--- src/rtl/pipeline_pkg.sv ---
// Shared front-end pipeline definitions: NOP encoding, reset-PC default,
// 2-bit branch counter encodings and the BTB update payload.
package pipeline_pkg;

  localparam int unsigned XLEN             = 32;
  localparam logic [31:0] NOP              = 32'h0000_0013;
  localparam logic [31:0] RESET_PC_DEFAULT = 32'h0000_0000;

  // 2-bit saturating direction counter; bit 1 is the taken prediction.
  typedef enum logic [1:0] {
    CTR_SNT = 2'b00,
    CTR_WNT = 2'b01,
    CTR_WT  = 2'b10,
    CTR_ST  = 2'b11
  } ctr_e;

  // Resolved control-flow update; pc is a word address (byte bits dropped).
  typedef struct packed {
    logic        valid;
    logic        taken;
    logic [29:0] pc_w;
    logic [31:0] target;
  } btb_upd_t;

  // Saturating step of the direction counter toward the observed outcome.
  function automatic ctr_e ctr_next(input ctr_e c, input logic taken);
    ctr_e n;
    n = c;
    if (taken) begin
      if (c != CTR_ST) n = ctr_e'(2'(c) + 2'd1);
    end else begin
      if (c != CTR_SNT) n = ctr_e'(2'(c) - 2'd1);
    end
    return n;
  endfunction

endpackage

--- src/rtl/if_fetch_unit_if.sv ---
// Fetch-stage bus bundle.
//   master: pipeline/memory side (drives control, update, imem_rdata)
//   slave : fetch unit (drives imem_addr and the IF/ID payload)
interface if_fetch_unit_if;
  logic        en;
  logic        redirect;
  logic [31:0] redirect_pc;
  logic        upd_valid;
  logic [31:0] upd_pc;
  logic        upd_taken;
  logic [31:0] upd_target;
  logic [31:0] imem_addr;
  logic [31:0] imem_rdata;
  logic [31:0] pc_out;
  logic [31:0] instr_out;
  logic        predictedTaken_out;
  logic [31:0] predictedTarget_out;

  modport master (
    output en, redirect, redirect_pc, upd_valid, upd_pc, upd_taken, upd_target,
    output imem_rdata,
    input  imem_addr, pc_out, instr_out, predictedTaken_out, predictedTarget_out
  );

  modport slave (
    input  en, redirect, redirect_pc, upd_valid, upd_pc, upd_taken, upd_target,
    input  imem_rdata,
    output imem_addr, pc_out, instr_out, predictedTaken_out, predictedTarget_out
  );
endinterface

--- src/rtl/btb_dm.sv ---
// Direct-mapped branch target buffer with 2-bit direction counters.
// Ports: clk, rst_n; lookup_pc_i (word address) -> pred_taken_c_o,
// pred_target_c_o (combinational); upd_i (resolved branch update).
module btb_dm
  import pipeline_pkg::*;
#(
  parameter int unsigned BTB_ENTRIES = 16
) (
  input  logic        clk,
  input  logic        rst_n,
  input  logic [29:0] lookup_pc_i,
  output logic        pred_taken_c_o,
  output logic [31:0] pred_target_c_o,
  input  btb_upd_t    upd_i
);

  localparam int unsigned IDX   = $clog2(BTB_ENTRIES);
  localparam int unsigned TAG_W = 30 - IDX;

  logic [BTB_ENTRIES-1:0] valid_q;
  logic [TAG_W-1:0]       tag_q    [BTB_ENTRIES];
  logic [31:0]            target_q [BTB_ENTRIES];
  ctr_e                   ctr_q    [BTB_ENTRIES];

  logic [IDX-1:0]   lk_idx, up_idx;
  logic [TAG_W-1:0] lk_tag, up_tag;
  logic             lk_hit, up_hit;

  assign lk_idx = lookup_pc_i[IDX-1:0];
  assign lk_tag = lookup_pc_i[29:IDX];
  assign up_idx = upd_i.pc_w[IDX-1:0];
  assign up_tag = upd_i.pc_w[29:IDX];

  // Lookup reads the registered contents, so a same-cycle update is not seen.
  assign lk_hit          = valid_q[lk_idx] && (tag_q[lk_idx] == lk_tag);
  assign pred_taken_c_o  = lk_hit && ctr_q[lk_idx][1];
  assign pred_target_c_o = pred_taken_c_o ? target_q[lk_idx] : 32'h0;

  assign up_hit = valid_q[up_idx] && (tag_q[up_idx] == up_tag);

  // Valid bits are the only reset state; payload is masked while invalid.
  always_ff @(posedge clk or negedge rst_n) begin
    if (!rst_n) begin
      valid_q <= '0;
    end else if (upd_i.valid && !up_hit && upd_i.taken) begin
      valid_q[up_idx] <= 1'b1;
    end
  end

  // Payload: train on hit, allocate weak-taken on a taken miss.
  always_ff @(posedge clk) begin
    if (upd_i.valid) begin
      if (up_hit) begin
        ctr_q[up_idx] <= ctr_next(ctr_q[up_idx], upd_i.taken);
        if (upd_i.taken) target_q[up_idx] <= upd_i.target;
      end else if (upd_i.taken) begin
        tag_q[up_idx]    <= up_tag;
        target_q[up_idx] <= upd_i.target;
        ctr_q[up_idx]    <= CTR_WT;
      end
    end
  end

endmodule

--- src/rtl/if_fetch_unit.sv ---
// Instruction fetch unit: PC register, next-PC selection and BTB prediction.
// Ports: clk, rst_n (async, active-low), bus (if_fetch_unit_if.slave) carrying
// stall/redirect control, BTB update, imem address/data and IF/ID outputs.
module if_fetch_unit
  import pipeline_pkg::*;
#(
  parameter logic [31:0] RESET_PC    = RESET_PC_DEFAULT,
  parameter int unsigned BTB_ENTRIES = 16
) (
  input  logic            clk,
  input  logic            rst_n,
  if_fetch_unit_if.slave  bus
);

  logic [31:0] pc_q, pc_d;
  logic        pred_taken;
  logic [31:0] pred_target;
  btb_upd_t    upd;

  assign upd = '{valid:  bus.upd_valid,
                 taken:  bus.upd_taken,
                 pc_w:   bus.upd_pc[31:2],
                 target: bus.upd_target};

  btb_dm #(.BTB_ENTRIES(BTB_ENTRIES)) u_btb (
    .clk             (clk),
    .rst_n           (rst_n),
    .lookup_pc_i     (pc_q[31:2]),
    .pred_taken_c_o  (pred_taken),
    .pred_target_c_o (pred_target),
    .upd_i           (upd)
  );

  // Next PC: redirect beats stall, stall beats prediction.
  always_comb begin
    pc_d = pc_q + 32'd4;
    if (bus.redirect)     pc_d = {bus.redirect_pc[31:2], 2'b00};
    else if (!bus.en)     pc_d = pc_q;
    else if (pred_taken)  pc_d = {pred_target[31:2], 2'b00};
  end

  always_ff @(posedge clk or negedge rst_n) begin
    if (!rst_n) pc_q <= RESET_PC;
    else        pc_q <= pc_d;
  end

  assign bus.imem_addr           = pc_q;
  assign bus.pc_out              = pc_q;
  assign bus.instr_out           = bus.imem_rdata;
  assign bus.predictedTaken_out  = pred_taken;
  assign bus.predictedTarget_out = pred_target;

  // Byte-offset bits are forced to word alignment and never consumed.
  logic unused_c;
  assign unused_c = ^{bus.upd_pc[1:0], bus.redirect_pc[1:0], pred_target[1:0]};

endmodule

--- src/flat_wrapper.sv ---
// flat-port wrapper written by rule: the top's interface ports become plain ports
module if_fetch_unit_flat import pipeline_pkg::*;
#(
  parameter logic [31:0] RESET_PC    = RESET_PC_DEFAULT,
  parameter int unsigned BTB_ENTRIES = 16
)
  (clk, rst_n, bus_en, bus_redirect, bus_redirect_pc, bus_upd_valid, bus_upd_pc, bus_upd_taken, bus_upd_target, bus_imem_rdata, bus_imem_addr, bus_pc_out, bus_instr_out, bus_predictedTaken_out, bus_predictedTarget_out);
  if_fetch_unit_if bus_i ();
  input  logic clk;
  input  logic rst_n;
  input wire logic [$bits(bus_i.en)-1:0] bus_en;
  input wire logic [$bits(bus_i.redirect)-1:0] bus_redirect;
  input wire logic [$bits(bus_i.redirect_pc)-1:0] bus_redirect_pc;
  input wire logic [$bits(bus_i.upd_valid)-1:0] bus_upd_valid;
  input wire logic [$bits(bus_i.upd_pc)-1:0] bus_upd_pc;
  input wire logic [$bits(bus_i.upd_taken)-1:0] bus_upd_taken;
  input wire logic [$bits(bus_i.upd_target)-1:0] bus_upd_target;
  input wire logic [$bits(bus_i.imem_rdata)-1:0] bus_imem_rdata;
  output wire logic [$bits(bus_i.imem_addr)-1:0] bus_imem_addr;
  output wire logic [$bits(bus_i.pc_out)-1:0] bus_pc_out;
  output wire logic [$bits(bus_i.instr_out)-1:0] bus_instr_out;
  output wire logic [$bits(bus_i.predictedTaken_out)-1:0] bus_predictedTaken_out;
  output wire logic [$bits(bus_i.predictedTarget_out)-1:0] bus_predictedTarget_out;
  assign bus_i.en = bus_en;
  assign bus_i.redirect = bus_redirect;
  assign bus_i.redirect_pc = bus_redirect_pc;
  assign bus_i.upd_valid = bus_upd_valid;
  assign bus_i.upd_pc = bus_upd_pc;
  assign bus_i.upd_taken = bus_upd_taken;
  assign bus_i.upd_target = bus_upd_target;
  assign bus_i.imem_rdata = bus_imem_rdata;
  assign bus_imem_addr = bus_i.imem_addr;
  assign bus_pc_out = bus_i.pc_out;
  assign bus_instr_out = bus_i.instr_out;
  assign bus_predictedTaken_out = bus_i.predictedTaken_out;
  assign bus_predictedTarget_out = bus_i.predictedTarget_out;
  if_fetch_unit #(.RESET_PC(RESET_PC), .BTB_ENTRIES(BTB_ENTRIES)) u_core (.clk(clk), .rst_n(rst_n), .bus(bus_i));
endmodule
--- config.mk ---
export PLATFORM = sky130hd
export DESIGN_NAME = if_fetch_unit_flat
export DESIGN_NICKNAME = d
export VERILOG_FILES = /design/src/rtl/pipeline_pkg.sv /design/src/rtl/if_fetch_unit_if.sv /design/src/rtl/btb_dm.sv /design/src/rtl/if_fetch_unit.sv /design/src/flat_wrapper.sv
export SDC_FILE = /design/constraint.sdc
export NUM_CORES = 1
export LEC_CHECK = 0
export BUFFER_PORTS_ARGS = -buffer_cell sky130_fd_sc_hd__buf_2
export CAP_MARGIN = 20
export CORE_UTILIZATION = 55
export DETAILED_ROUTE_END_ITERATION = 8
export MAX_ROUTING_LAYER = met4
export PLACE_DENSITY = 0.72
export SLEW_MARGIN = 0
export SYNTH_ARGS = -nofsm -noshare
export SYNTH_HDL_FRONTEND = slang
export SYNTH_SLANG_ARGS = --single-unit
--- constraint.sdc ---
create_clock -name clk -period 4.12 [get_ports clk]
set_input_delay 0.206 -clock clk [delete_from_list [all_inputs] [get_ports clk]]
set_output_delay 0.206 -clock clk [all_outputs]
set_load 0.01 [all_outputs]
---- Yosys cells after proc, flatten, opt, wreduce, memory -nomap -nowiden ----
Memory sizes are Yosys's and may differ from the RTL's.
Index checks and enable logic that the tools add are counted.
word-level totals
  flip-flop bits (word level) ............. 48
  bits in writable memories ............... 960
  input port bits ......................... 134
  memories kept ........................... 3
memory list
  name                   words  width  rd ports  clocked after memory_dff  wr ports  RTL line      RTL
  u_core.u_btb.target_q  16     32     1         0                         1         btb_dm.sv:22  logic [31:0] target_q [BTB_ENTRIES];
  u_core.u_btb.tag_q     16     26     2         0                         1         btb_dm.sv:21  logic [TAG_W-1:0] tag_q [BTB_ENTRIES];
  u_core.u_btb.ctr_q     16     2      2         0                         1         btb_dm.sv:23  ctr_e ctr_q [BTB_ENTRIES];
operators by class
  add/sub/neg operators ................... 3
  order comparisons ....................... 3
  equality and inequality tests ........... 3
  multiplexer cells ....................... 27
  bitwise logic cells ..................... 3
  reductions and logical operators ........ 9
operator list
  kind                     number
  $mux W32                 5
  $eq A26 B26 Y1           2
  $add A32 B3 Y32 const B  1
  $or A16 B16 Y16          1
  $mux W1                  13
  $mux W2                  6
  $lt A4 B5 Y1 const B     2
  $bmux W1 S4              2
  $logic_and A1 B1 Y1      6
  $demux W1 S4             1
  $ge A4 B1 Y1 const B     1
  $reduce_bool A2 Y1       2
  $add A2 B1 Y2 const B    1
  $ne A2 B2 Y1 const B     1
  $or A1 B1 Y1             2
  $sub A2 B1 Y2 const B    1
  $logic_not A1 Y1         1

---- Longest topological paths before layout ----
  depth in word-level cells ............... 8
  mapped depth ............................ 18

---- Hierarchy ----
A second synthesis with hierarchy kept.
unflattened totals
  cells, all modules ...................... 2363
  area, all modules ....................... 44945.6 µm²
modules (own cells, without submodules)
  module         instances  cells each  area an instance (µm²)
  btb_dm         1          2019        42067.8
  if_fetch_unit  1          344         2877.8

---- Worst setup path before layout ----
OpenSTA, ideal clock, no wires.
  path type ............................... in2reg
  start point ............................. input port bus_upd_pc[2]
  end point ............................... memory u_core.u_btb.tag_q[5][0] (netlist name) (enable)
  setup time .............................. 0.410 ns
  arrival ................................. 3.721 ns
  slack ................................... -0.010 ns
  stages .................................. 11
  buffers on the path ..................... 3
  path through ............................ clkbuf_1 -> buf_2 -> buf_2 -> mux4_2 -> mux4_2 -> xnor2_1 -> nand4_1 -> nor3_1 -> nand2_1 -> nand3_1 -> nor2_1
between the ends
  cells in the longest elaborated chain, start to end .. 6
RTL lines
  what                                            RTL line            RTL
  start, declared                                 flat_wrapper.sv:15  input wire logic [$bits(bus_i.upd_pc)-1:0] bus_upd_pc;
  $mem_v2 Z16 W26 or $bmux W1 S4 (tied branches)  --
  $eq A26 B26 Y1 or $mux W1 (tied branches)       btb_dm.sv:39        assign up_hit = valid_q[up_idx] && (tag_q[up_idx] == up_tag);
  $logic_and A1 B1 Y1                             btb_dm.sv:39
  $mux W1                                         btb_dm.sv:53        if (up_hit) begin
  $mux W1                                         btb_dm.sv:52        if (upd_i.valid) begin
  $mux W1 (implied by the code)                   btb_dm.sv:57        tag_q[up_idx] <= up_tag;
  end, declared                                   btb_dm.sv:21
Parallel ways exist; a longest one is shown, timed or not. The select of a mux whose other input is x is not followed.

---- Final worst setup path ----
  start point ............................. register u_core.pc_q[2], in the netlist u_core.bus.imem_addr[2]
  end point ............................... output port bus_predictedTarget_out[3]
between the ends
  cells in the longest elaborated chain, start to end .. 5
RTL lines
  what                                            RTL line             RTL
  start, declared                                 if_fetch_unit.sv:15  logic [31:0] pc_q, pc_d;
  start signal, assigned                          if_fetch_unit.sv:44  else pc_q <= pc_d;
  $mem_v2 Z16 W26 or $bmux W1 S4 (tied branches)  --
  $eq A26 B26 Y1 or $mux W1 (tied branches)       btb_dm.sv:35         assign lk_hit = valid_q[lk_idx] && (tag_q[lk_idx] == lk_tag);
  $logic_and A1 B1 Y1                             btb_dm.sv:35
  $logic_and A1 B1 Y1                             btb_dm.sv:36         assign pred_taken_c_o = lk_hit && ctr_q[lk_idx][1];
  $mux W32 *                                      btb_dm.sv:37         assign pred_target_c_o = pred_taken_c_o ? target_q[lk_idx] : 32'h0;
  end, declared                                   flat_wrapper.sv:23   output wire logic [$bits(bus_i.predictedTarget_out)-1:0] bus_predictedTarget_out;
Mark *: on every way between the ends. The rest lies on a longest branch, timed or not. The select of a mux whose other input is x is not followed.

==> flow_metrics.env <==
export IMPL_timing_critical_path_arrival_ps=4430
export IMPL_total_length_of_routed_wires_mm=130.9
export IMPL_yosys_most_used_dff="sky130_fd_sc_hd__edfxtp_1"
export IMPL_unrepaired_setup_endpoints_after_global_routing="yes"
export IMPL_antenna_left=0
export IMPL_synth_compound_area_share_pct=3.385
export IMPL_horizontal_die_dimension_um=287.5
export IMPL_violations="setup timing"
export IMPL_number_of_flops_mapped_to_enable_cells_by_yosys=960
export IMPL_detail_route_vias_per_cell=6.729
export IMPL_p_int_mw=18.19
export IMPL_report_power_total_mw=24.10
export IMPL_syn_cell_area_mm2=0.04483
export IMPL_synth_yosys_seq_area_share_pct=66.87
export IMPL_cts_tree="done"
export IMPL_combPwrFrac_pct=13.3
export IMPL_switchingPower_mw=5.910
export IMPL_antenna_found_initial=10
export IMPL_post_synth_inst_count=2404
export IMPL_synthSimpleGateAreaFrac_pct=4.136
export IMPL_synth_mux_area_share_pct=21.53
export IMPL_cts_buffers_inserted=100
export IMPL_longest_clk_path_bufs=3
export IMPL_grt_pass1_vias=27120
export IMPL_seq_cells_post_synth=1006
export IMPL_period_needed_ps=4635
export IMPL_synthesized_area_fraction_occupied_by_adder_cells_pct=0.05023
export IMPL_clock_skew_final_ps=49.15
export IMPL_maximum_vdd_drop_mv=0.3846
export IMPL_finalSetupViolCount=34
export IMPL_placement_rows=104
export IMPL_timing_fmax_mhz=215.8
export IMPL_cap_violations=0
export IMPL_grt_util_all_layers_pct=33.00
export IMPL_crit_fanout=17
export IMPL_hold_class="in2reg"
export IMPL_maxSlewHeadroom_pct=29.08
export IMPL_postSynth_asyncResetShare_pct=4.573
export IMPL_cts_max_level=3
export IMPL_fillerInstances=5193
export IMPL_die_h_um=287.5
export IMPL_floorplan_initialDensity_pct=55.66
export IMPL_combinational_family_with_the_most_area_after_synthesis="multiplexers"
export IMPL_root_buffer="sky130_fd_sc_hd__clkbuf_16"
export IMPL_place_port_buffers=190
export IMPL_synthDistinctLibCells=82
export IMPL_timing_final_ws_setup_ps=-514.5
export IMPL_gr_total_overflow=0
export IMPL_syn_mean_instance_area_um2=18.65
export IMPL_final_max_slew_violation_count=0
export IMPL_cellLeakagePower_nw=18.12
export IMPL_hold_ws_ps=39.11
export IMPL_dr_pass1_iters=6
export IMPL_detailedPlacementHpwl_mm=83.82
export IMPL_place_gp_congestion=0.9893
export IMPL_die_area_mm2=0.08266
export IMPL_sw_frac_of_total_pct=24.52
export IMPL_layout_drive_gt1_share_pct=38.49
export IMPL_pwr_share_clk_pct=38.7
export IMPL_power_per_cell_area_mw_per_mm2=449.7
export IMPL_outcome="finished, violations left"
export IMPL_place_worst_setup_slack_ps=-69.98
export IMPL_worst_slew_pin_transition_ps=1064
export IMPL_wl_per_cell_um=32.81
export IMPL_synth_warnings=0
export IMPL_drt_first_iter_violations=3804
export IMPL_area_growth_synth_to_final_pct=19.52
export IMPL_fin_nets=2969
export IMPL_ioPinCount=263
export IMPL_synthXorXnorAreaFrac_pct=1.035
export IMPL_numClockSinks=1006
export IMPL_clkTransAtPathRegs_ps=60
export IMPL_seq_power_share_pct=48.0
export IMPL_grt_pass1_wl_mm=187.2
export IMPL_worst_setup_ep_type="primary output"
export IMPL_final_hold_violation_count=0
export IMPL_grt_max_degree=122
export IMPL_timing_critical_path_from_type="flop"
export IMPL_drc=0
export IMPL_period_share_pct=112.5
export IMPL_coreArea_mm2=0.08055
export IMPL_critical_path_class="reg2out"
export IMPL_clock_latency_on_the_worst_skew_pair_ps=690
export IMPL_timing_critical_path_required_ps=3910
export IMPL_vias=26840
per-stage QoR:
step | setup TNS, ps | cell area, um^2 | util [%] | std cells
after floorplan | -1545 | 44840 | - | 2407
after global placement | -96.12 | 48850 | 60.65 | 3687
after detailed placement | -628.2 | 48850 | 60.65 | 3687
after CTS | -14780 | 53310 | 66.19 | 3970
after global routing | -16860 | 53580 | 66.52 | 3988
final | -15050 | 53590 | 66.53 | 3989
sequential cells by signal (all words and copies together), names as in the netlist:
signal and count:
u_core.bus.imem_addr 30, u_core.u_btb.target_q 512, u_core.u_btb.ctr_q 32, u_core.u_btb.tag_q 416, u_core.u_btb.valid_q 16
kinds of logic after synthesis:
kind of cell             Yosys count
flip-flops                      1006
multiplexers                     498
AND/OR/NAND/NOR                  380
buffers and inverters            245
AO/OA/AOI/OAI                    219
XOR/XNOR                          53
adder cells (fa/ha/maj)            2
other                              1
path summary, 6_finish.rpt:
kind,from,endpoint,slack (ps),cells after the start
max in group asynchronous,rst_n,u_core.bus.imem_addr[3],3330,3
setup / recovery,u_core.bus.imem_addr[2],bus_predictedTarget_out[3],-510,14
setup reg to reg,u_core.bus.imem_addr[2],u_core.bus.imem_addr[12],0,17
hold reg to reg,u_core.u_btb.valid_q[10],u_core.u_btb.valid_q[10],500,1
min in group asynchronous,rst_n,u_core.u_btb.valid_q[11],240,3
hold / removal,bus_redirect_pc[16],u_core.bus.imem_addr[16],40,3
repair_timing:
item,4_1_cts,5_1_grt
endpoints found under the setup margin,37,57
resized for setup,28,39
endpoints found under the hold margin,996,0
setup buffers,14,9
pin swaps,3,3
cloned,0,1
hold buffers,81,0
synthesized netlist by cell type, types with 4 or more instances:
| cell type | n | area [um^2] |
|---|---|---|
| sky130_fd_sc_hd__edfxtp_1 | 960 | 28830 |
| sky130_fd_sc_hd__mux4_2 | 369 | 8310 |
| sky130_fd_sc_hd__nand2_1 | 115 | 431.7 |
| sky130_fd_sc_hd__nor2_1 | 93 | 349.1 |
| sky130_fd_sc_hd__mux2i_1 | 90 | 900.9 |
| sky130_fd_sc_hd__buf_4 | 77 | 578.1 |
| sky130_fd_sc_hd__clkbuf_1 | 69 | 259.0 |
| sky130_fd_sc_hd__xnor2_1 | 48 | 420.4 |
| sky130_fd_sc_hd__a21oi_1 | 47 | 235.2 |
| sky130_fd_sc_hd__dfrtp_1 | 46 | 1151 |
| sky130_fd_sc_hd__mux2_2 | 39 | 439.2 |
| sky130_fd_sc_hd__buf_2 | 36 | 180.2 |
| sky130_fd_sc_hd__o21ai_0 | 35 | 175.2 |
| sky130_fd_sc_hd__buf_1 | 28 | 105.1 |
| sky130_fd_sc_hd__nand3_1 | 28 | 140.1 |
| sky130_fd_sc_hd__and2_1 | 21 | 131.4 |
| sky130_fd_sc_hd__inv_1 | 21 | 78.83 |
| sky130_fd_sc_hd__o22ai_1 | 21 | 131.4 |
| sky130_fd_sc_hd__or2_2 | 20 | 125.1 |
| sky130_fd_sc_hd__a22oi_1 | 19 | 142.6 |
| sky130_fd_sc_hd__nand4_1 | 15 | 93.84 |
| sky130_fd_sc_hd__nor3_1 | 15 | 75.07 |
| sky130_fd_sc_hd__and3_1 | 13 | 81.33 |
| sky130_fd_sc_hd__nand2b_1 | 12 | 75.07 |
| sky130_fd_sc_hd__a221oi_1 | 10 | 87.58 |
| sky130_fd_sc_hd__buf_6 | 10 | 112.6 |
| sky130_fd_sc_hd__o31ai_1 | 10 | 75.07 |
| sky130_fd_sc_hd__nor4_1 | 9 | 56.30 |
| sky130_fd_sc_hd__or3_1 | 9 | 56.30 |
| sky130_fd_sc_hd__a31oi_1 | 8 | 50.05 |
| sky130_fd_sc_hd__a211oi_1 | 6 | 45.04 |
| sky130_fd_sc_hd__a21o_1 | 6 | 45.04 |
| sky130_fd_sc_hd__nor2b_1 | 6 | 37.54 |
| sky130_fd_sc_hd__o221a_2 | 6 | 67.56 |
| sky130_fd_sc_hd__or4_1 | 5 | 37.54 |
| sky130_fd_sc_hd__xor2_1 | 5 | 43.79 |
| sky130_fd_sc_hd__a22o_1 | 4 | 35.03 |
| sky130_fd_sc_hd__a2bb2oi_1 | 4 | 35.03 |
| sky130_fd_sc_hd__nor3b_1 | 4 | 30.03 |
power by group through the flow:
stage | Sequential (mW) | Combinational [mW] | Clock, mW
global route | 11.6 | 3.37 | 9.76
detailed placement | 11.8 | 3.03 | 0
floorplan | 11.7 | 1.88 | 0
finish | 11.6 | 3.22 | 9.32
CTS | 11.6 | 3.16 | 9.40
global placement | 11.8 | 3.00 | 0
layer usage:
layer | GRT usage (%) | share of wire [%]
met3 | 7.338 | 11
met5 | - | 0
met1 | 43.62 | 37
met2 | 50.58 | 48
met4 | 12.34 | 3.8
area by class of cell:
cell class	instances	area (um^2)	share of cell area (%)
clock inverters	68	778.2	1.452
repair buffers	547	4838	9.029
multi-input cells	1156	13910	25.96
clock buffers	120	2619	4.887
flip-flops and latches	1006	29990	55.97
inverters	23	98.84	0.1845
well taps	1060	1326	2.475
diodes	9	22.52	0.04203
critical path, cell delays in order (launching register included):
cell and delay [ps]:
sky130_fd_sc_hd__dfrtp_4 500, sky130_fd_sc_hd__buf_12 160, sky130_fd_sc_hd__buf_12 130, sky130_fd_sc_hd__buf_12 120, sky130_fd_sc_hd__mux4_2 420, sky130_fd_sc_hd__mux4_2 540, sky130_fd_sc_hd__xor2_2 180, sky130_fd_sc_hd__nor2_1 150
sky130_fd_sc_hd__buf_4 170, sky130_fd_sc_hd__o2111a_1 230, sky130_fd_sc_hd__nand3_2 120, sky130_fd_sc_hd__or3_4 480, sky130_fd_sc_hd__buf_6 200, sky130_fd_sc_hd__nor2_1 150, sky130_fd_sc_hd__buf_2 160
cell usage in the layout (no fill, tap or decap), drive strengths merged, types with 19 or more instances in the layout:
cell type,count
edfxtp,960
buf,464
mux4,369
clkbuf,122
nand2,115
nor2,94
mux2i,90
dlygate4sd3,81
xnor2,48
clkinv,48
a21oi,47
dfrtp,46
mux2,39
o21ai,35
nand3,28
inv,26
o22ai,21
and2,21
or2,20
a22oi,19
No activity file was read; power rests on OpenSTA's default activity.
